$ cat src/rtl/vga_capture_pkg.sv
// Shared constants for the VGA capture path.
// Holds the default frame geometry, the 640x480 timing constants shared with
// vga_ctrl, the capture FSM state encodings and the pixel payload struct.
package vga_capture_pkg;

    // Default geometry; vga_capture exposes these as overridable parameters.
    localparam int unsigned H_ACTIVE_DEF = 640;
    localparam int unsigned V_ACTIVE_DEF = 480;
    localparam int unsigned X_W_DEF      = 10;
    localparam int unsigned Y_AW_DEF     = 9;
    localparam int unsigned DATA_W_DEF   = 24;

    // 640x480@60 blanking, as generated by vga_ctrl.
    localparam int unsigned H_FRONT = 16;
    localparam int unsigned H_SYNC  = 96;
    localparam int unsigned H_BACK  = 48;
    localparam int unsigned V_FRONT = 10;
    localparam int unsigned V_SYNC  = 2;
    localparam int unsigned V_BACK  = 33;

    // Capture FSM encodings.
    localparam logic [1:0] ST_SEEK   = 2'd0;
    localparam logic [1:0] ST_ACQ    = 2'd1;
    localparam logic [1:0] ST_LOCKED = 2'd2;

    // Pixel payload as carried on the VGA bus.
    typedef struct packed {
        logic [7:0] r;
        logic [7:0] g;
        logic [7:0] b;
    } rgb_t;

endpackage

$ cat src/rtl/vga_capture_sync_edge.sv
// Two-flop input register with edge detection.
// Ports: clk, reset (async, active-low), d (raw input);
//        s1 (registered d), prev (s1 one cycle later),
//        rise_c / fall_c (combinational edges between prev and s1).
module vga_capture_sync_edge (
    input  logic clk,
    input  logic reset,
    input  logic d,
    output logic s1,
    output logic prev,
    output logic rise_c,
    output logic fall_c
);

    // Stage 1 samples the pin, stage 2 keeps the previous sample.
    always_ff @(posedge clk or negedge reset) begin
        if (!reset) begin
            s1   <= 1'b0;
            prev <= 1'b0;
        end else begin
            s1   <= d;
            prev <= s1;
        end
    end

    assign rise_c = ~prev & s1;
    assign fall_c = prev & ~s1;

endmodule

$ cat src/rtl/vga_capture.sv
// VGA sink: recovers pixel coordinates from the vga_ctrl stream, locks onto
// the frame timing and writes active pixels to a framebuffer.
// Ports: clk, reset (async, active-low); hsync, vsync, valid, vga_r/g/b in;
//        wr_en, wr_addr = {x, y[Y_AW-1:0]}, wr_data = {r,g,b} write port;
//        locked, frame_done (pulse), err (pulse), frame_cnt (good frames).
module vga_capture
    import vga_capture_pkg::*;
#(
    parameter int unsigned H_ACTIVE = H_ACTIVE_DEF,
    parameter int unsigned V_ACTIVE = V_ACTIVE_DEF,
    parameter int unsigned X_W      = X_W_DEF,
    parameter int unsigned Y_AW     = Y_AW_DEF,
    parameter int unsigned DATA_W   = DATA_W_DEF
) (
    input  logic                  clk,
    input  logic                  reset,
    input  logic                  hsync,
    input  logic                  vsync,
    input  logic                  valid,
    input  logic [7:0]            vga_r,
    input  logic [7:0]            vga_g,
    input  logic [7:0]            vga_b,
    output logic                  wr_en,
    output logic [X_W+Y_AW-1:0]   wr_addr,
    output logic [DATA_W-1:0]     wr_data,
    output logic                  locked,
    output logic                  frame_done,
    output logic                  err,
    output logic [15:0]           frame_cnt
);

    // One extra bit so an over-long frame (V_ACTIVE+1 lines) stays distinct.
    localparam int unsigned Y_W = Y_AW + 1;

    logic           vsync_s1, vsync_prev, vfall, vsync_rise_unused;
    logic           valid_s1, valid_prev, vfall_valid, vrise_valid_unused;
    logic           hsync_s1, unused_hsync;
    rgb_t           rgb_s1;
    logic [X_W-1:0] x;
    logic [Y_W-1:0] y, y_inc, y_line;
    logic           pix, line_end, line_ok, frame_ok, in_window;
    logic [1:0]     state, next_state;
    logic           do_err, do_done, do_write;

    vga_capture_sync_edge u_vsync (
        .clk    (clk),
        .reset  (reset),
        .d      (vsync),
        .s1     (vsync_s1),
        .prev   (vsync_prev),
        .rise_c (vsync_rise_unused),
        .fall_c (vfall)
    );

    vga_capture_sync_edge u_valid (
        .clk    (clk),
        .reset  (reset),
        .d      (valid),
        .s1     (valid_s1),
        .prev   (valid_prev),
        .rise_c (vrise_valid_unused),
        .fall_c (vfall_valid)
    );

    // Stage 1 for the remaining inputs; line boundaries come from valid, so
    // hsync is sampled but not used.
    always_ff @(posedge clk or negedge reset) begin
        if (!reset) begin
            hsync_s1 <= 1'b0;
            rgb_s1   <= '0;
        end else begin
            hsync_s1 <= hsync;
            rgb_s1   <= '{r: vga_r, g: vga_g, b: vga_b};
        end
    end
    assign unused_hsync = hsync_s1;

    // Pixels count only outside the vsync pulse; a line end is still honoured
    // in the cycle vsync falls so the last line is counted before the frame check.
    always_comb begin
        pix       = valid_s1 & vsync_s1;
        line_end  = vfall_valid & vsync_prev;
        line_ok   = (x == X_W'(H_ACTIVE));
        y_inc     = (y == '1) ? y : y + Y_W'(1);
        y_line    = line_end ? y_inc : y;
        frame_ok  = (y_line == Y_W'(V_ACTIVE));
        in_window = (x < X_W'(H_ACTIVE)) && (y < Y_W'(V_ACTIVE));
    end

    // Coordinate counters.
    always_ff @(posedge clk or negedge reset) begin
        if (!reset) begin
            x <= '0;
            y <= '0;
        end else if (vfall) begin
            x <= '0;
            y <= '0;
        end else if (line_end) begin
            x <= '0;
            y <= y_inc;
        end else if (pix && (x != '1)) begin
            x <= x + X_W'(1);
        end
    end

    // State register.
    always_ff @(posedge clk or negedge reset) begin
        if (!reset) begin
            state <= ST_SEEK;
        end else begin
            state <= next_state;
        end
    end

    // Next state. A bad line that coincides with vfall drops to SEEK and the
    // same vfall immediately restarts acquisition.
    always_comb begin
        next_state = state;
        do_err     = 1'b0;
        do_done    = 1'b0;
        case (state)
            ST_SEEK: begin
                if (vfall) next_state = ST_ACQ;
            end
            ST_ACQ: begin
                if (line_end && !line_ok) next_state = vfall ? ST_ACQ : ST_SEEK;
                else if (vfall && frame_ok) next_state = ST_LOCKED;
            end
            ST_LOCKED: begin
                if (line_end && !line_ok) begin
                    do_err     = 1'b1;
                    next_state = vfall ? ST_ACQ : ST_SEEK;
                end else if (vfall) begin
                    if (frame_ok) begin
                        do_done = 1'b1;
                    end else begin
                        do_err     = 1'b1;
                        next_state = ST_ACQ;
                    end
                end
            end
            default: next_state = ST_SEEK;
        endcase
        do_write = (state == ST_LOCKED) && pix && in_window;
    end

    // Registered outputs and framebuffer write stage.
    always_ff @(posedge clk or negedge reset) begin
        if (!reset) begin
            locked     <= 1'b0;
            err        <= 1'b0;
            frame_done <= 1'b0;
            frame_cnt  <= '0;
            wr_en      <= 1'b0;
            wr_addr    <= '0;
            wr_data    <= '0;
        end else begin
            locked     <= (next_state == ST_LOCKED);
            err        <= do_err;
            frame_done <= do_done;
            wr_en      <= do_write;
            if (do_done) frame_cnt <= frame_cnt + 16'd1;
            if (do_write) begin
                wr_addr <= {x, y[Y_AW-1:0]};
                wr_data <= DATA_W'(rgb_s1);
            end
        end
    end

endmodule

$ cat config.mk
export PLATFORM = sky130hd
export DESIGN_NAME = vga_capture
export DESIGN_NICKNAME = d
export VERILOG_FILES = /design/src/rtl/vga_capture_pkg.sv /design/src/rtl/vga_capture_sync_edge.sv /design/src/rtl/vga_capture.sv
export SDC_FILE = /design/constraint.sdc
export NUM_CORES = 1
export LEC_CHECK = 0
export BUFFER_PORTS_ARGS = -buffer_cell sky130_fd_sc_hd__buf_2
export CORE_ASPECT_RATIO = 0.6
export CORE_MARGIN = 4
export CORE_UTILIZATION = 25
export CTS_CLUSTER_SIZE = 40
export DETAILED_ROUTE_END_ITERATION = 7
export GPL_TIMING_DRIVEN = 0
export PLACE_DENSITY_LB_ADDON = 0.1
export SLEW_MARGIN = 20
export SYNTH_ARGS = -nofsm -noshare
export SYNTH_HDL_FRONTEND = slang
export SYNTH_SLANG_ARGS = --single-unit
$ cat constraint.sdc
create_clock -name clk -period 2.25 [get_ports clk]
set_input_delay 0.3375 -clock clk [delete_from_list [all_inputs] [get_ports clk]]
set_output_delay 0.3375 -clock clk [all_outputs]
set_load 0.01 [all_outputs]
Yosys cells after proc, flatten, opt, wreduce, memory -nomap -nowiden

Cells that the tools add are included.

Bits in registers: 113
Bits in latches: 0
Bits in writable memories: 0
Bits in read-only memories: 0
Bits of input ports: 29
Output and inout bits: 63
Word-level logic and storage cells: 66
Memories kept: 0

$add $sub $neg: 3
Multipliers: 0
Div/mod/pow operators: 0
$lt $le $gt $ge: 2
Equality and inequality tests: 7
Shift operators: 0
Multiplexer cells: 22
Bitwise logic cells: 6
Reduce and logical (&&, ||, !) cells: 9

Operator list:

| kind                  | count |
|---|---|
| $mux 10               | 6 |
| $add 10x1->10 const B | 2 |
| $eq 10x10->1 const B  | 2 |
| $add 16x1->16 const B | 1 |
| $mux 2                | 6 |
| $eq 10x9->1 const B   | 1 |
| $lt 10x10->1 const B  | 1 |
| $lt 10x9->1 const B   | 1 |
| $ne 10x10->1 const B  | 1 |
| $mux 1                | 9 |
| $logic_and 1x1->1     | 6 |
| $pmux 2 s3            | 1 |
| $and 1x1->1           | 4 |
| $eq 2x2->1 const B    | 2 |
| $reduce_bool 3->1     | 1 |
| $eq 2x1->1 const B    | 1 |
| $logic_not 2->1       | 1 |
| $not 1->1             | 2 |
| $logic_not 1->1       | 1 |

Logic depth before layout (Yosys ltp)

Depth after elaboration: 10
Gate-level depth with buffers: 9

Hierarchy

A second synthesis with hierarchy kept.

Cell total of the unflattened synthesis: 366
Area, all modules: 4,722.0 µm²

Modules (own cells, without submodules):

| module                | instances | cells each | area an instance (µm²) | seq. area each (µm²) |
|---|---|---|---|---|
| vga_capture           | 1         | 358        | 4,591.9                | 2,727.6 |
| vga_capture_sync_edge | 2         | 4          | 65.1                   | 50.0 |

Worst setup path before layout

No wires, ideal clock.

Kind: flip-flop to flip-flop
Start point: register y[0]
End point: register frame_cnt[1]
Arrival time: 2.302 ns
Required time: 2.122 ns
Setup slack: -0.180 ns
Cell stages (with the launch flop): 8
Cells stage by stage: dfrtp_1 -> ha_1 -> and4_1 -> nand3_1 -> a41oi_1 -> nor4_4 -> and3_1 -> mux2_1

Cells in the longest elaborated chain, start to end: 8

Ends and longest elaborated chain:

| item                                          | line               | source |
|---|---|---|
| start, declared                               | vga_capture.sv:40  | `logic [Y_W-1:0] y, y_inc, y_line;` |
| start signal, assigned                        | vga_capture.sv:100 | `y <= y_inc;` |
| $add 10x1->10 or $eq 10x10->1 (tied branches) | vga_capture.sv:84  | `y_inc = (y == '1) ? y : y + Y_W'(1);` |
| $mux 10                                       | vga_capture.sv:84  |  |
| $mux 10 (*)                                   | --                 |  |
| $eq 10x9->1 (*)                               | vga_capture.sv:86  | `frame_ok = (y_line == Y_W'(V_ACTIVE));` |
| $mux 1 (*)                                    | vga_capture.sv:134 | `if (frame_ok) begin` |
| $mux 1 (*)                                    | vga_capture.sv:133 | `end else if (vfall) begin` |
| $mux 1 (*)                                    | vga_capture.sv:130 | `if (line_end && !line_ok) begin` |
| $mux 1 (*)                                    | vga_capture.sv:121 | `case (state)` |
| net do_done                                   | vga_capture.sv:43  | `logic do_err, do_done, do_write;` |
| end signal, assigned                          | vga_capture.sv:162 | `if (do_done) frame_cnt <= frame_cnt + 16'd1;` |
| end, declared                                 | vga_capture.sv:29  | `output logic [15:0] frame_cnt` |

Mark *: on every way through the listed nets, which the timed path passes. The rest lies on a longest branch.
A chain may end at the register's enable or synchronous reset.

Final worst setup path

Start point: register u_vsync.prev
End point: register frame_cnt[1]

Cells in the longest elaborated chain, start to end: 7

Ends and longest elaborated chain:

| item                   | line                        | source |
|---|---|---|
| start, declared        | vga_capture_sync_edge.sv:10 | `output logic prev,` |
| start signal, assigned | vga_capture_sync_edge.sv:19 | `prev <= 1'b0;` |
| start signal, assigned | vga_capture_sync_edge.sv:22 | `prev <= s1;` |
| $and 1x1->1            | vga_capture.sv:82           | `line_end = vfall_valid & vsync_prev;` |
| $mux 10                | --                          |  |
| $eq 10x9->1            | vga_capture.sv:86           |  |
| $mux 1                 | vga_capture.sv:134          |  |
| $mux 1                 | vga_capture.sv:133          |  |
| $mux 1 (*)             | vga_capture.sv:130          |  |
| $mux 1 (*)             | vga_capture.sv:121          |  |
| net do_done            | vga_capture.sv:43           |  |

Marked as above.

==> summary.json <==
{
  "met1Wirelength_microns": 5844,
  "place_worst_setup_slack_ns": -0.6668,
  "run_status": "completed",
  "multiInputGateArea_sq_um": 1913,
  "power.switching_uw": 1522,
  "tot_gr_track_use_pct": 11.25,
  "netlist_instances": 344,
  "power.internal_uw": 4395,
  "syn_nets": 377,
  "htreeDepth": 4,
  "ys_async_sr_fraction_pct": 100.0,
  "final_clock_period_utilization_by_the_worst_path_pct": 98.76,
  "tightest_slew_ns": 0.6343,
  "power_frac_clock_pct": 47.7,
  "final_core_utilization_pct": 35.74,
  "cts_sinks": 113,
  "cts.path.max_buffers": 2,
  "average_footprint_of_a_synthesized_cell_sq_um": 13.37,
  "cts-root-buf": "sky130_fd_sc_hd__clkbuf_16",
  "drc_errors": 0,
  "die_w_microns": 183.1,
  "maxClockFrequency_ghz": 0.4500,
  "route.met3.wl_microns": 487,
  "routed.top_layer": "met4",
  "synth_seq_cells": 113,
  "synth.yosys.seq_area_share_pct": 61.48,
  "std_cell_rows": 38,
  "grt_antenna_before_repair": 0,
  "worst-path-max-fanout": 5,
  "hold_violations_final": 0,
  "detailedPlacementHpwl_microns": 7734,
  "floorplan.initialDensity_pct": 25.46,
  "yosysUniqueCellTypes": 49,
  "floorplan.die_area_sq_um": 20700,
  "power_leakage_uw": 0.003256,
  "synthesis.area_sq_um": 4599,
  "power_per_cell_area_nw_per_um2": 916.3,
  "vdd.ir_drop.worst_v": 0.0004854,
  "power.combinational.fraction_pct": 11.8,
  "route.detailed.vias_per_inst": 4.362,
  "edff_count_synth": 0,
  "power_switching_share_pct": 25.72,
  "place.port_buffers": 90,
  "grt_remaining_overflow": 0,
  "timing.clock.skew_ns": 0.01026,
  "clock_latency_ns": 0.41,
  "detailedRoute.firstIterationViolations": 145,
  "detail_route.wirelength_microns": 11170,
  "grt_pass1_vias": 3295,
  "dpl-instance-area_sq_um": 5423,
  "final.fill_count": 1816,
  "worst_hold_path_type": "in -> reg",
  "coreArea_sq_um": 18070,
  "slew_viols_final": 0,
  "power.share.sequential_pct": 40.5,
  "grt_setup_unrepaired": "yes",
  "tritoncts": "yes",
  "layout_min_cycle_time_ns": 2.222,
  "timing.final.setup_violations": 0,
  "synth-main-ff-cell": "sky130_fd_sc_hd__dfrtp_1",
  "synth-warning-count": 0,
  "gp_routability_congestion": 0.7246,
  "cp_data_arrival_time_ns": 2.51,
  "tritoncts.num_buffers": 17,
  "detail_route.first_pass.iterations": 4,
  "fin_nets": 509,
  "timing.max_cap.violations": 0,
  "vias": 3180,
  "route.met2.wl_microns": 4740,
  "timing.critical_path.required_ns": 2.54,
  "max_slew_margin_pct": 57.42,
  "die_height_microns": 113.1,
  "critical_path.startpoint_type": "flip-flop",
  "seq_area_sq_um": 2835,
  "endpoint_kind": "flip-flop",
  "final_critical_path_setup_slack_ns": 0.02792,
  "grt_first_pass_wirelength_microns": 18150,
  "drive_gt1_share_pct": 40.29,
  "drt.antenna.violating_nets": 0,
  "postLayoutCellArea_sq_um": 6457,
  "grt_start_max_net_pins": 65,
  "rrSetupSlack_ns": 0.03,
  "diodes": 0,
  "timing.setup.critical_path_class": "reg -> reg",
  "routed_wire_length_per_instance_microns": 15.32,
  "clkSlewWorstSetupHoldPaths_ns": 0.06,
  "layout_overhead_on_the_synthesized_area_pct": 40.40,
  "io-pin-count": 92
}
==> cells in the final DEF, fill, tap and decap left out, types with 8 or more instances in the layout <==
cell	instances
sky130_fd_sc_hd__and3_1	8
sky130_fd_sc_hd__buf_2	90
sky130_fd_sc_hd__buf_4	18
sky130_fd_sc_hd__buf_6	10
sky130_fd_sc_hd__clkbuf_16	17
sky130_fd_sc_hd__dfrtp_1	107
sky130_fd_sc_hd__mux2_1	41
sky130_fd_sc_hd__nand2_1	11
sky130_fd_sc_hd__nand3_1	15
sky130_fd_sc_hd__nand4_1	10
sky130_fd_sc_hd__nor2_1	21
sky130_fd_sc_hd__xnor2_1	11
sky130_fd_sc_hd__xor2_1	16
==> cells by family after synthesis <==
family | after synthesis | share of synthesized area, %
flip-flops | 113 | 61.48
AND/OR/NAND/NOR | 109 | 14.31
multiplexers | 45 | 10.96
AO/OA/AOI/OAI | 32 | 5.114
XOR/XNOR | 28 | 5.332
buffers and inverters | 13 | 1.714
adder cells (fa/ha/maj) | 4 | 1.088
==> worst max-delay path, stage by stage (launching register included) <==
cell and delay [ns]:
sky130_fd_sc_hd__dfrtp_1 0.42, sky130_fd_sc_hd__and4b_2 0.29, sky130_fd_sc_hd__and3_4 0.18, sky130_fd_sc_hd__or3_4 0.34, sky130_fd_sc_hd__nor4_4 0.32, sky130_fd_sc_hd__and3_4 0.27, sky130_fd_sc_hd__mux2_4 0.29
==> layout make-up <==
class,instances,area share [%]
Clock buffer,17,6.588
Clock inverter,15,3.061
Sequential cell,113,43.91
Timing Repair Buffer,116,11.04
Inverter,2,0.1163
Multi-Input combinational cell,218,29.63
Tap cell,240,4.650
Buffer,8,1.008
==> metal layers <==
layer | vias up | track usage [%]
li1 | 1515 | -
met4 | 0 | 3.571
met3 | 7 | 3.630
met5 | - | 0
met1 | 1611 | 16.60
met2 | 47 | 15.59
==> path summary, 6_finish.rpt <==
kind | from | to | depth (start not counted)
worst max-delay path | u_vsync.prev | frame_cnt[1] | 6
worst min-delay path | vga_g[4] | rgb_s1[12] | 1
worst max register to register | u_vsync.prev | frame_cnt[1] | 6
worst min register to register | u_valid.s1 | u_valid.prev | 0
max in group asynchronous | reset | y[8] | 3
min in group asynchronous | reset | frame_cnt[15] | 2
==> synthesized netlist by cell type, types with 4 or more instances <==
master | n | share of area (%)
sky130_fd_sc_hd__a211oi_1 | 4 | 0.65
sky130_fd_sc_hd__a21oi_1 | 7 | 0.76
sky130_fd_sc_hd__and3_1 | 11 | 1.5
sky130_fd_sc_hd__and4_1 | 6 | 1.1
sky130_fd_sc_hd__buf_2 | 6 | 0.65
sky130_fd_sc_hd__dfrtp_1 | 113 | 61
sky130_fd_sc_hd__ha_1 | 4 | 1.1
sky130_fd_sc_hd__mux2_1 | 42 | 10
sky130_fd_sc_hd__nand2_1 | 11 | 0.90
sky130_fd_sc_hd__nand3_1 | 18 | 2.0
sky130_fd_sc_hd__nand4_1 | 10 | 1.4
sky130_fd_sc_hd__nor2_1 | 22 | 1.8
sky130_fd_sc_hd__nor2b_1 | 4 | 0.54
sky130_fd_sc_hd__nor3_2 | 7 | 1.5
sky130_fd_sc_hd__xnor2_1 | 11 | 2.1
sky130_fd_sc_hd__xor2_1 | 17 | 3.2
==> through the flow <==
step           hold WS [ns]  instances  total power [uW]  TNS (ns)
3_3_place_gp         0.4406        674              3080   -102.33
2_1_floorplan       0.04191        344              2735   -0.2241
4_1_cts            0.007436        726              6009   -0.2415
6_report            0.02914        729              5917         0
5_1_grt             0.01279        729              6208    -1.731
3_5_place_dp         0.3170        675              3103    -26.09
==> power groups by stage <==
stage / clock network, uW / logic (uW) / registers, uW
after floorplan: 0 / 212 / 2520
after global placement: 0 / 652 / 2430
after detailed placement: 0 / 664 / 2440
after CTS: 2910 / 702 / 2400
after global routing: 3000 / 775 / 2430
final: 2820 / 696 / 2400
==> timing repair <==
item	4_1_cts	5_1_grt
pin swaps	13	9
endpoints found under the setup margin	65	54
resized for setup	26	32
hold endpoints to repair	49	0
buffers inserted	20	4
hold buffers	1	0
==> flip-flops by register name, indices dropped and copies added, names as in the netlist <==
signal and cells:
frame_cnt 16, err 1, u_valid.s1 1, u_vsync.s1 1, locked 1, x 10
wr_en 1, u_valid.prev 1, u_vsync.prev 1, state 2, y 10, wr_addr 19
rgb_s1 24, wr_data 24, frame_done 1
Note: power is estimated with default switching activity, not from simulation.
